### src/rtl/nor_seq_arbiter.sv
// Two-requester round-robin front end for a shared W-bit NOR stage; a micro-sequencer
// builds NOR/OR/AND/XOR from single NOR steps. Define NOR_SEQ_FIXED_PRIO_EN for fixed priority.
module nor_seq_arbiter #(
  parameter int W = 4
) (
  input  logic         clk,
  input  logic         rst_n,
  input  logic [1:0]   req_valid,
  output logic [1:0]   req_ready,
  input  logic [1:0]   req_op0,
  input  logic [W-1:0] req_a0,
  input  logic [W-1:0] req_b0,
  input  logic [1:0]   req_op1,
  input  logic [W-1:0] req_a1,
  input  logic [W-1:0] req_b1,
  output logic         res_valid,
  input  logic         res_ready,
  output logic [W-1:0] res_data,
  output logic         res_id,
  output logic         busy
);

  typedef enum logic [1:0] {
    IDLE,
    EXEC,
    DONE
  } state_t;

  localparam logic [1:0] OP_NOR = 2'b00;
  localparam logic [1:0] OP_OR  = 2'b01;
  localparam logic [1:0] OP_AND = 2'b10;
  localparam logic [1:0] OP_XOR = 2'b11;

  state_t       state;
  state_t       state_nxt;
  logic [1:0]   op_q;
  logic [W-1:0] a_q;
  logic [W-1:0] b_q;
  logic         id_q;
  logic [2:0]   step;
  logic [W-1:0] scratch [4];
  logic         last_grant;

  logic         any_valid;
  logic         win_id;
  logic [1:0]   win_op;
  logic [W-1:0] win_a;
  logic [W-1:0] win_b;
  logic [W-1:0] nor_x;
  logic [W-1:0] nor_y;
  logic [W-1:0] nor_t;
  logic [2:0]   last_idx;
  logic         last_step;

  assign any_valid = |req_valid;

  always_comb begin
    win_id = 1'b0;
`ifdef NOR_SEQ_FIXED_PRIO_EN
    win_id = ~req_valid[0];
`else
    // Prefer whoever did not win last time; fall back to the previous winner.
    if (req_valid[~last_grant]) win_id = ~last_grant;
    else                        win_id = last_grant;
`endif
  end

  assign win_op = win_id ? req_op1 : req_op0;
  assign win_a  = win_id ? req_a1  : req_a0;
  assign win_b  = win_id ? req_b1  : req_b0;

  always_comb begin
    req_ready = 2'b00;
    if (state == IDLE && any_valid) req_ready = win_id ? 2'b10 : 2'b01;
  end

  assign res_valid = (state == DONE);
  assign busy      = (state != IDLE);

  // Operand routing for the single NOR evaluated this cycle; scratch[k] holds step k's output.
  always_comb begin
    nor_x    = a_q;
    nor_y    = b_q;
    last_idx = 3'd0;
    case (op_q)
      OP_NOR: begin
        last_idx = 3'd0;
      end
      OP_OR: begin
        last_idx = 3'd1;
        if (step != 3'd0) begin
          nor_x = scratch[0];
          nor_y = scratch[0];
        end
      end
      OP_AND: begin
        last_idx = 3'd2;
        case (step)
          3'd0: begin nor_x = a_q;        nor_y = a_q;        end
          3'd1: begin nor_x = b_q;        nor_y = b_q;        end
          default: begin nor_x = scratch[0]; nor_y = scratch[1]; end
        endcase
      end
      default: begin
        last_idx = 3'd4;
        case (step)
          3'd0: begin nor_x = a_q;        nor_y = b_q;        end
          3'd1: begin nor_x = a_q;        nor_y = scratch[0]; end
          3'd2: begin nor_x = b_q;        nor_y = scratch[0]; end
          3'd3: begin nor_x = scratch[1]; nor_y = scratch[2]; end
          default: begin nor_x = scratch[3]; nor_y = scratch[3]; end
        endcase
      end
    endcase
  end

  assign nor_t     = ~(nor_x | nor_y);
  assign last_step = (step == last_idx);

  always_comb begin
    state_nxt = state;
    case (state)
      IDLE:    if (any_valid) state_nxt = EXEC;
      EXEC:    if (last_step) state_nxt = DONE;
      DONE:    if (res_ready) state_nxt = IDLE;
      default: state_nxt = IDLE;
    endcase
  end

  always_ff @(posedge clk) begin
    if (!rst_n) begin
      state      <= IDLE;
      op_q       <= 2'b00;
      a_q        <= '0;
      b_q        <= '0;
      id_q       <= 1'b0;
      step       <= 3'd0;
      last_grant <= 1'b1;
      res_data   <= '0;
      res_id     <= 1'b0;
      for (int i = 0; i < 4; i++) scratch[i] <= '0;
    end else begin
      state <= state_nxt;
      case (state)
        IDLE: begin
          if (any_valid) begin
            op_q       <= win_op;
            a_q        <= win_a;
            b_q        <= win_b;
            id_q       <= win_id;
            last_grant <= win_id;
            step       <= 3'd0;
          end
        end
        EXEC: begin
          if (last_step) begin
            res_data <= nor_t;
            res_id   <= id_q;
          end else begin
            scratch[step[1:0]] <= nor_t;
            step               <= step + 3'd1;
          end
        end
        default: begin
        end
      endcase
    end
  end

endmodule

### config.mk
export PLATFORM = sky130hd
export DESIGN_NAME = nor_seq_arbiter
export DESIGN_NICKNAME = d
export VERILOG_FILES = /design/src/rtl/nor_seq_arbiter.sv
export SDC_FILE = /design/constraint.sdc
export NUM_CORES = 1
export LEC_CHECK = 0
export CORE_ASPECT_RATIO = 1.1
export CORE_MARGIN = 4
export CORE_UTILIZATION = 55
export DETAILED_ROUTE_END_ITERATION = 16
export GPL_ROUTABILITY_DRIVEN = 0
export PLACE_DENSITY_LB_ADDON = 0.25
export SKIP_LAST_GASP = 1
export SLEW_MARGIN = 20
export SYNTH_ARGS = -nofsm -noshare
export SYNTH_HDL_FRONTEND = slang
export SYNTH_SLANG_ARGS = --single-unit
### constraint.sdc
create_clock -name clk -period 5.9 [get_ports clk]
set_clock_uncertainty 0.15 [all_clocks]
set_input_delay 1.18 -clock clk [delete_from_list [all_inputs] [get_ports clk]]
set_output_delay 1.18 -clock clk [all_outputs]
set_load 0.1 [all_outputs]
==> flow_summary.yaml, run 1 <==
cts:
  cts_buffers: 5
  post_cts_resized: 0
  post_cts_buffers: 0
  cts_tree: "yes"
  clock_latency_ns: 0.29
  hold_buffers: 0
  cts_buffer_depth: 2
  clk_pin_slew_ns: 0.07
  htree_levels: 2
  cts-root-buf: "clkbuf_8"
  clock_sinks: 38
route:
  ant_nets: 0
  wirelength_um: 4800
  dr_total_vias: 1849
  dr.first_iter.drc_count: 160
  drc: 0
  viasPerCell: 5.91
  firstDrtPassIters: 4
  wl_per_cell_um: 15.3
worst_setup_path:
  path_class: "in -> out"
  cp.arrival_ns: 2.59
  start_kind: "primary input"
  cp_max_fo: 5
  crit_path_end_kind: "output pin"
  required_ns: 4.57
final_layout:
  final_cell_area_mm2: 0.00251
  fill_cells: 314
  fin_util: 0.691
  antenna_cells: 0
  drive_above_1_share: 0.0875
  syn_to_final_growth_pct: 20.9
  finalNetCount: 292
synth:
  ys_ff_latch: 38
  synth_edf_count: 16
  syn-num-nets: 262
  synthFlopType: "dfxtp_1"
  async_flop_share: 0
  synth_top_area_cell: "edfxtp_1"
  synth_simple_gate_area_frac: 0.202
  synth_top_area_frac: 0.232
  yosys-top-cells-area: "edfxtp_1, dfxtp_1, nor2_1"
  ys.warnings.count: 0
  synth_mux_area_frac: 0.0531
  yosys-top-cells-count: "nor2_1, dfxtp_1, edfxtp_1"
  synth_top_family_by_area: "compound AO/OA/AOI/OAI gates"
  syn_area_per_cell_um2: 8.94
  synthXorXnorAreaFrac: 0
  yosysUniqueCellTypes: 42
  synthAdderAreaFrac: 0.0302
  synth_compound_area_frac: 0.231
  syn_inst: 232
  yosys.cell_count.top_type: "nor2_1"
  yosysSeqAreaShare: 0.444
  syn-cell-area_mm2: 0.00207
worst_hold_path:
  min_path_type: "reg -> reg"
floorplanning:
  ioPinCount: 34
  rows: 23
  die_area_mm2: 0.00482
  die_x_um: 66.5
  coreArea_mm2: 0.00363
  start_util: 0.572
  die_height_um: 72.4
timing:
  setup_viol: 0
  finalSetupTns_ns: 0
  hold_viol: 0
  min_period_ns: 3.92
  maxSlewHeadroom: 0.351
  slew_violations: 0
  rsz0062_at_grt: "no"
  maxClockFrequency_mhz: 255
  fin_hold_ws_ns: 0.321
  period_share: 0.664
  worstMarginPinSlew_ns: 0.970
pwr:
  peakVddDrop_mv: 0.277
  p_per_area_mw_per_mm2: 329
  clkPwrFrac: 0.205
  p_seq_frac: 0.413
  intPower_mw: 0.497
  p_leak_nw: 0.924
  switching_share: 0.397
  p_switching_mw: 0.327
  combPwrFrac: 0.382
flow_run:
  max_cap_violations: 0
global_routing:
  grt_util_all_layers: 0.217
  grt_max_degree: 24
  grt_pass1_wl_um: 8050
  antenna_found_initial: 0
  grt_overflow_total: 0
  grt_pass1_vias: 1766
outcome:
  status: "finished clean"
place:
  placed_cell_area_mm2: 0.00242
  portBuffers: 33
  dpl.hpwl_um: 3550
## power groups by stage
stage / Clock (mW) / Sequential [mW] / Combinational, mW
finish: 0.169 / 0.340 / 0.315
global placement: 0 / 0.345 / 0.308
CTS: 0.169 / 0.340 / 0.314
detailed placement: 0 / 0.345 / 0.313
global route: 0.183 / 0.344 / 0.344
floorplan: 0 / 0.374 / 0.205
## through the flow
| step | power (mW) | cells | setup slack (ns) |
|---|---|---|---|
| final | 0.824 | 313 | 1.98 |
| after floorplan | 0.579 | 232 | 1.59 |
| after detailed placement | 0.658 | 305 | 2.02 |
| after global placement | 0.653 | 305 | 2.03 |
| after CTS | 0.823 | 313 | 1.98 |
| after global routing | 0.871 | 313 | 1.88 |
## state kept, by name (all words and copies together), names as in the netlist
| name | count |
|---|---|
| scratch | 16 |
| b_q | 4 |
| state | 2 |
| res_id | 1 |
| a_q | 4 |
| res_data | 4 |
| last_grant | 1 |
| op_q | 2 |
| id_q | 1 |
| step | 3 |
## critical path, cell delays in order
cell	delay, ns
clkdlybuf4s50_1	0.48
nor2_1	0.05
or2_2	0.32
nor2_1	0.22
buf_4	0.33
## cell type report
class	count	area (um^2)	share of cell area
clock inverter	2	8.76	0.00349
sequential	38	921	0.367
clock buffer	6	72.6	0.0290
multi-input combinational	174	1070	0.427
inverter	8	30.0	0.0120
timing repair buffer	35	340	0.136
tap	50	62.6	0.0250
## path summary, 6_finish.rpt
kind                startpoint            end  slack [ns]  cells past startpoint
setup / recovery  req_valid[0]   req_ready[1]        1.98                      5
hold / removal     res_data[3]    res_data[3]        0.32                      2
setup reg to reg       step[2]  scratch[1][2]        3.24                      5
hold reg to reg    res_data[3]    res_data[3]        0.32                      2
## kinds of logic (layout without fill, tap and decap cells)
kind of cell,count (synthesis),count (layout)
multiplexers,11,11
buffers and inverters,20,51
AND/OR/NAND/NOR,89,89
AO/OA/AOI/OAI,69,69
flip-flops,38,38
adder cells (fa/ha/maj),5,5
## cell usage in the layout (no fill, tap or decap), types with 2 or more instances in the layout
cell type,instances
o22ai_1,4
buf_4,4
nand3_1,6
clkdlybuf4s50_1,31
nor2b_1,2
nand4_1,3
clkbuf_8,5
a22oi_1,7
ha_1,5
a21oi_1,9
o21ai_0,15
nor2_1,44
or2_2,5
o211ai_1,3
edfxtp_1,16
inv_1,7
nand2_1,11
nor3_1,4
a32oi_1,3
o21ba_2,3
mux2i_1,11
clkinv_1,2
o31ai_1,2
a211oi_1,15
dfxtp_1,22
nand2b_1,5
o21bai_1,2
## metal layers
metal | share of wire | wire [um] | global-route usage
met1 | 0.42 | 2020 | 0.277
met2 | 0.50 | 2420 | 0.361
met3 | 0.058 | 278 | 0.0464
met4 | 0.016 | 77 | 0.0790
met5 | 0 | 0 | 0
Power figures use the tool's default switching activity.
==> inputs of run 2 (changes only) <==
--- a/config.mk
+++ b/config.mk
@@ -7,7 +7,7 @@
 export LEC_CHECK = 0
 export CORE_ASPECT_RATIO = 1.1
 export CORE_MARGIN = 4
-export CORE_UTILIZATION = 55
+export CORE_UTILIZATION = 53
 export DETAILED_ROUTE_END_ITERATION = 16
 export GPL_ROUTABILITY_DRIVEN = 0
 export PLACE_DENSITY_LB_ADDON = 0.25
==> constraint.sdc (replaced) <==
create_clock -name clk -period 4.1 [get_ports clk]
set_clock_uncertainty 0.15 [all_clocks]
set_input_delay 0.82 -clock clk [delete_from_list [all_inputs] [get_ports clk]]
set_output_delay 0.82 -clock clk [all_outputs]
set_load 0.1 [all_outputs]
==> run 2 against run 1 <==
Against the previous run:
- combinational power increased by 48%
- worst setup slack got worse by 1.0 ns
- critical path depth unchanged
- core utilization increased by 0.15 points
- flip-flop and latch count unchanged
- cell area increased by 2.6%
- global-route usage decreased by 0.12 points
- cell count increased by 0.32%
- first-iteration DRC count increased by 15%
- sequential power increased by 44%
- register-to-register slack got worse by 1.9 ns
- largest cell class unchanged
- largest power group unchanged
- highest routed layer unchanged
==> flow_summary.yaml, run 2 (synthesis results as in run 1) <==
global_routing:
  grt_util_all_layers: 0.216
  grt_overflow_total: 0
  grt_pass1_wl_um: 8120
  antenna_found_initial: 0
  grt_pass1_vias: 1770
  grt_max_degree: 24
timing:
  finalSetupTns_ns: 0
  fin_hold_ws_ns: 0.318
  setup_viol: 0
  min_period_ns: 3.15
  maxSlewHeadroom: 0.351
  worstMarginPinSlew_ns: 0.970
  maxClockFrequency_mhz: 318
  setup_ws_ns: 0.953
  period_share: 0.767
  rsz0062_at_grt: "no"
  hold_viol: 0
  slew_violations: 0
final_layout:
  finalNetCount: 293
  fill_cells: 266
  syn_to_final_growth_pct: 24.0
  antenna_cells: 0
  largest_reg_flops: 16
  drive_above_1_share: 0.0985
  final_common_cell: "nor2_1"
  final_cell_mix: "nor2_1, clkdlybuf4s50_1, dfxtp_1"
  regMostFlops: "scratch"
worst_setup_path:
  required_ns: 3.13
  crit_path_end_kind: "output pin"
  cp_max_fo: 5
  ff2ff_setup_slack_ns: 1.37
  r2r_cells: 5
  reg2reg_from: "step[2]"
  cp.arrival_ns: 2.18
  rr_endpoint: "scratch[1][2]"
  start_kind: "primary input"
  path_class: "in -> out"
cts:
  clock_latency_ns: 0.29
  clock_sinks: 38
  cts_buffer_depth: 2
  cts_buffers: 5
  clk_pin_slew_ns: 0.08
  post_cts_resized: 0
  htree_levels: 2
  cts-root-buf: "clkbuf_8"
  cts_tree: "yes"
  hold_buffers: 0
  post_cts_buffers: 0
worst_hold_path:
  holdPathStages: 2
  holdCritStartpoint: "res_data[1]"
  min_path_type: "reg -> reg"
  min_to: "res_data[1]"
route:
  wirelength_um: 4610
  dr_total_vias: 1825
  drc: 0
  viasPerCell: 5.81
  dr.first_iter.drc_count: 184
  ant_nets: 0
  wl_per_cell_um: 14.7
  firstDrtPassIters: 4
pwr:
  p_per_area_mw_per_mm2: 493
  p_total_mw: 1.27
  p_leak_nw: 0.944
  peakVddDrop_mv: 0.431
floorplanning:
  die_x_um: 67.6
  coreArea_mm2: 0.00371
  rows: 23
  die_area_mm2: 0.00498
  ioPinCount: 34
  die_height_um: 73.6
  start_util: 0.558
place:
  dpl.hpwl_um: 3480
  place_ws_ns: 0.954
  portBuffers: 33
flow_run:
  max_cap_violations: 0
outcome:
  status: "finished clean"
run 2: changes by cell type in the layout (fill, tap and decap cells not counted), sizes merged:
cell,change
clkbuf,-1
clkinv,-2
clkinvlp,+2
buf,+1
bufinv,+1
run 2: area by class of cell:
type / count / area [um^2] / share of cell area
repair buffers: 36 / 373 / 0.145
clock buffers: 5 / 68.8 / 0.0268
flip-flops and latches: 38 / 921 / 0.358
inverters: 8 / 30.0 / 0.0117
well taps: 50 / 62.6 / 0.0243
clock inverters: 3 / 45.0 / 0.0175
multi-input cells: 174 / 1070 / 0.417
run 2: critical path, cell delays in order:
cell and delay [ns]:
clkdlybuf4s50_1 0.48, nor2_1 0.05, or2_2 0.31, nor2_1 0.29, buf_12 0.22
run 2: report_power, final:
group	switching, mW	internal, mW	leakage, nW
registers	0.0457	0.443	0.347
logic	0.298	0.166	0.547
clock network	0.132	0.181	0.0504
total	0.476	0.790	0.944
run 2: stage by stage:
stage,util,area (um^2),std cells
finish,0.693,2570,314
global route,0.693,2570,314
CTS,0.693,2570,314
detailed placement,0.662,2460,306
global placement,0.662,2460,306
floorplan,-,2070,232
run 2: worst max-delay path by stage:
| stage | startpoint | endpoint | depth (start not counted) |
|---|---|---|---|
| final | req_valid[0] | req_ready[1] | 5 |
| after detailed placement | req_valid[1] | req_ready[1] | 5 |
| after CTS | req_valid[0] | req_ready[1] | 5 |
| after global routing | req_valid[0] | req_ready[1] | 5 |
| after floorplan | req_valid[0] | req_ready[1] | 4 |
| after global placement | req_valid[1] | req_ready[1] | 5 |
run 2: per-layer routing:
layer	share of wire	vias to the layer above	global-route usage
met4	0.015	0	0.0631
li1	-	915	-
met5	0	-	0
met2	0.51	44	0.357
met3	0.053	8	0.0505
met1	0.42	858	0.280
==> inputs of run 3 (changes only) <==
==> constraint.sdc (replaced) <==
create_clock -name clk -period 3.2 [get_ports clk]
set_clock_uncertainty 0.15 [all_clocks]
set_input_delay 0.64 -clock clk [delete_from_list [all_inputs] [get_ports clk]]
set_output_delay 0.64 -clock clk [all_outputs]
set_load 0.1 [all_outputs]
==> run 3 against run 2 <==
Against the previous run:
- hold slack better by 0.013 ns
- die area stayed put
- critical path depth stayed put
- power is 27% higher
- worst setup slack worse by 0.46 ns
- largest cell class unchanged
- critical path type unchanged
- sequential power is 28% higher
==> flow_summary.yaml, run 3 (synthesis results as in run 1) <==
outcome:
  status: "finished clean"
place:
  dp.cells: 308
  dpl.hpwl_um: 3670
  portBuffers: 33
  placed_cell_area_mm2: 0.00246
worst_setup_path:
  crit_path_end_kind: "output pin"
  cp_max_fo: 5
  required_ns: 2.41
  start_kind: "primary input"
  path_class: "in -> out"
  cp.arrival_ns: 1.91
pwr:
  p_leak_nw: 0.965
  p_per_area_mw_per_mm2: 625
  peakVddDrop_mv: 0.434
cts:
  htree_levels: 2
  cts-root-buf: "clkbuf_8"
  cts_buffers: 5
  post_cts_buffers: 0
  cts_buffer_depth: 2
  cts_tree: "yes"
  hold_buffers: 0
  post_cts_resized: 0
  clock_sinks: 38
  clock_latency_ns: 0.30
  clk_pin_slew_ns: 0.08
floorplanning:
  die_x_um: 67.6
  die_area_mm2: 0.00498
  rows: 23
  start_util: 0.558
  die_height_um: 73.6
  coreArea_mm2: 0.00371
  ioPinCount: 34
final_layout:
  drive_above_1_share: 0.135
  fin_util: 0.691
  antenna_cells: 0
  largest_reg_flops: 16
  final_cell_mix: "nor2_1, clkdlybuf4s50_1, dfxtp_1"
  final_cell_area_mm2: 0.00257
  finalNetCount: 295
  final_common_cell: "nor2_1"
  syn_to_final_growth_pct: 23.8
  regMostFlops: "scratch"
  stdcell_count: 316
route:
  viasPerCell: 5.87
  dr.first_iter.drc_count: 156
  drc: 0
  ant_nets: 0
  dr_total_vias: 1856
  wl_per_cell_um: 15.3
  wirelength_um: 4840
  firstDrtPassIters: 4
global_routing:
  antenna_found_initial: 0
  grt_max_degree: 23
  grt_pass1_vias: 1754
  grt_util_all_layers: 0.218
  grt_overflow_total: 0
  grt_pass1_wl_um: 8030
timing:
  hold_viol: 0
  period_share: 0.845
  maxClockFrequency_mhz: 370
  setup_viol: 0
  maxSlewHeadroom: 0.621
  min_period_ns: 2.70
  worstMarginPinSlew_ns: 0.564
  rsz0062_at_grt: "no"
  finalSetupTns_ns: 0
  slew_violations: 0
worst_hold_path:
  min_path_type: "reg -> reg"
flow_run:
  max_cap_violations: 0
## run 3: cell count changes in the layout (fill, tap and decap cells not counted), sizes merged
cell	change
clkdlybuf4s50	-7
clkbuf	+1
bufinv	-1
buf	+9
## run 3: cell type report
class,instances,area [um^2]
fill,290,1150
multi-input combinational,174,1070
sequential,38,921
timing repair buffer,38,370
clock buffer,6,93.8
tap,50,62.6
inverter,8,30.0
clock inverter,2,15.0
## run 3: power breakdown
| part | internal [mW] | switching [mW] | total [mW] |
|---|---|---|---|
| logic | 0.210 | 0.388 | 0.598 |
| clock network | 0.200 | 0.177 | 0.378 |
| registers | 0.567 | 0.0597 | 0.627 |
## run 3: final timing paths
check                     from            end  slack (ns)  depth (start not counted)
setup / recovery  req_valid[1]   req_ready[1]        0.50                          5
hold / removal     res_data[2]    res_data[2]        0.33                          2
setup reg to reg       step[1]  scratch[1][0]        0.58                          7
hold reg to reg    res_data[2]    res_data[2]        0.33                          2
## run 3: routing by layer
metal | GRT usage | up-vias | share of wire
met4 | 0.0743 | 0 | 0.018
met1 | 0.266 | 873 | 0.43
met2 | 0.373 | 52 | 0.51
met3 | 0.0505 | 13 | 0.046
met5 | 0 | - | 0
li1 | - | 918 | -
## run 3: through the flow
step | power (mW) | hold slack, ns | setup slack, ns
2_1_floorplan | 1.07 | 0.307 | 0.222
3_3_place_gp | 1.22 | 0.306 | 0.509
3_5_place_dp | 1.23 | 0.312 | 0.500
4_1_cts | 1.61 | 0.332 | 0.485
5_1_grt | 1.69 | 0.344 | 0.387
6_report | 1.60 | 0.331 | 0.497
## run 3: critical path, stage by stage
cell,delay [ns]
clkdlybuf4s50_1,0.48
nor2_1,0.06
or2_2,0.32
nor2_2,0.22
buf_12,0.20
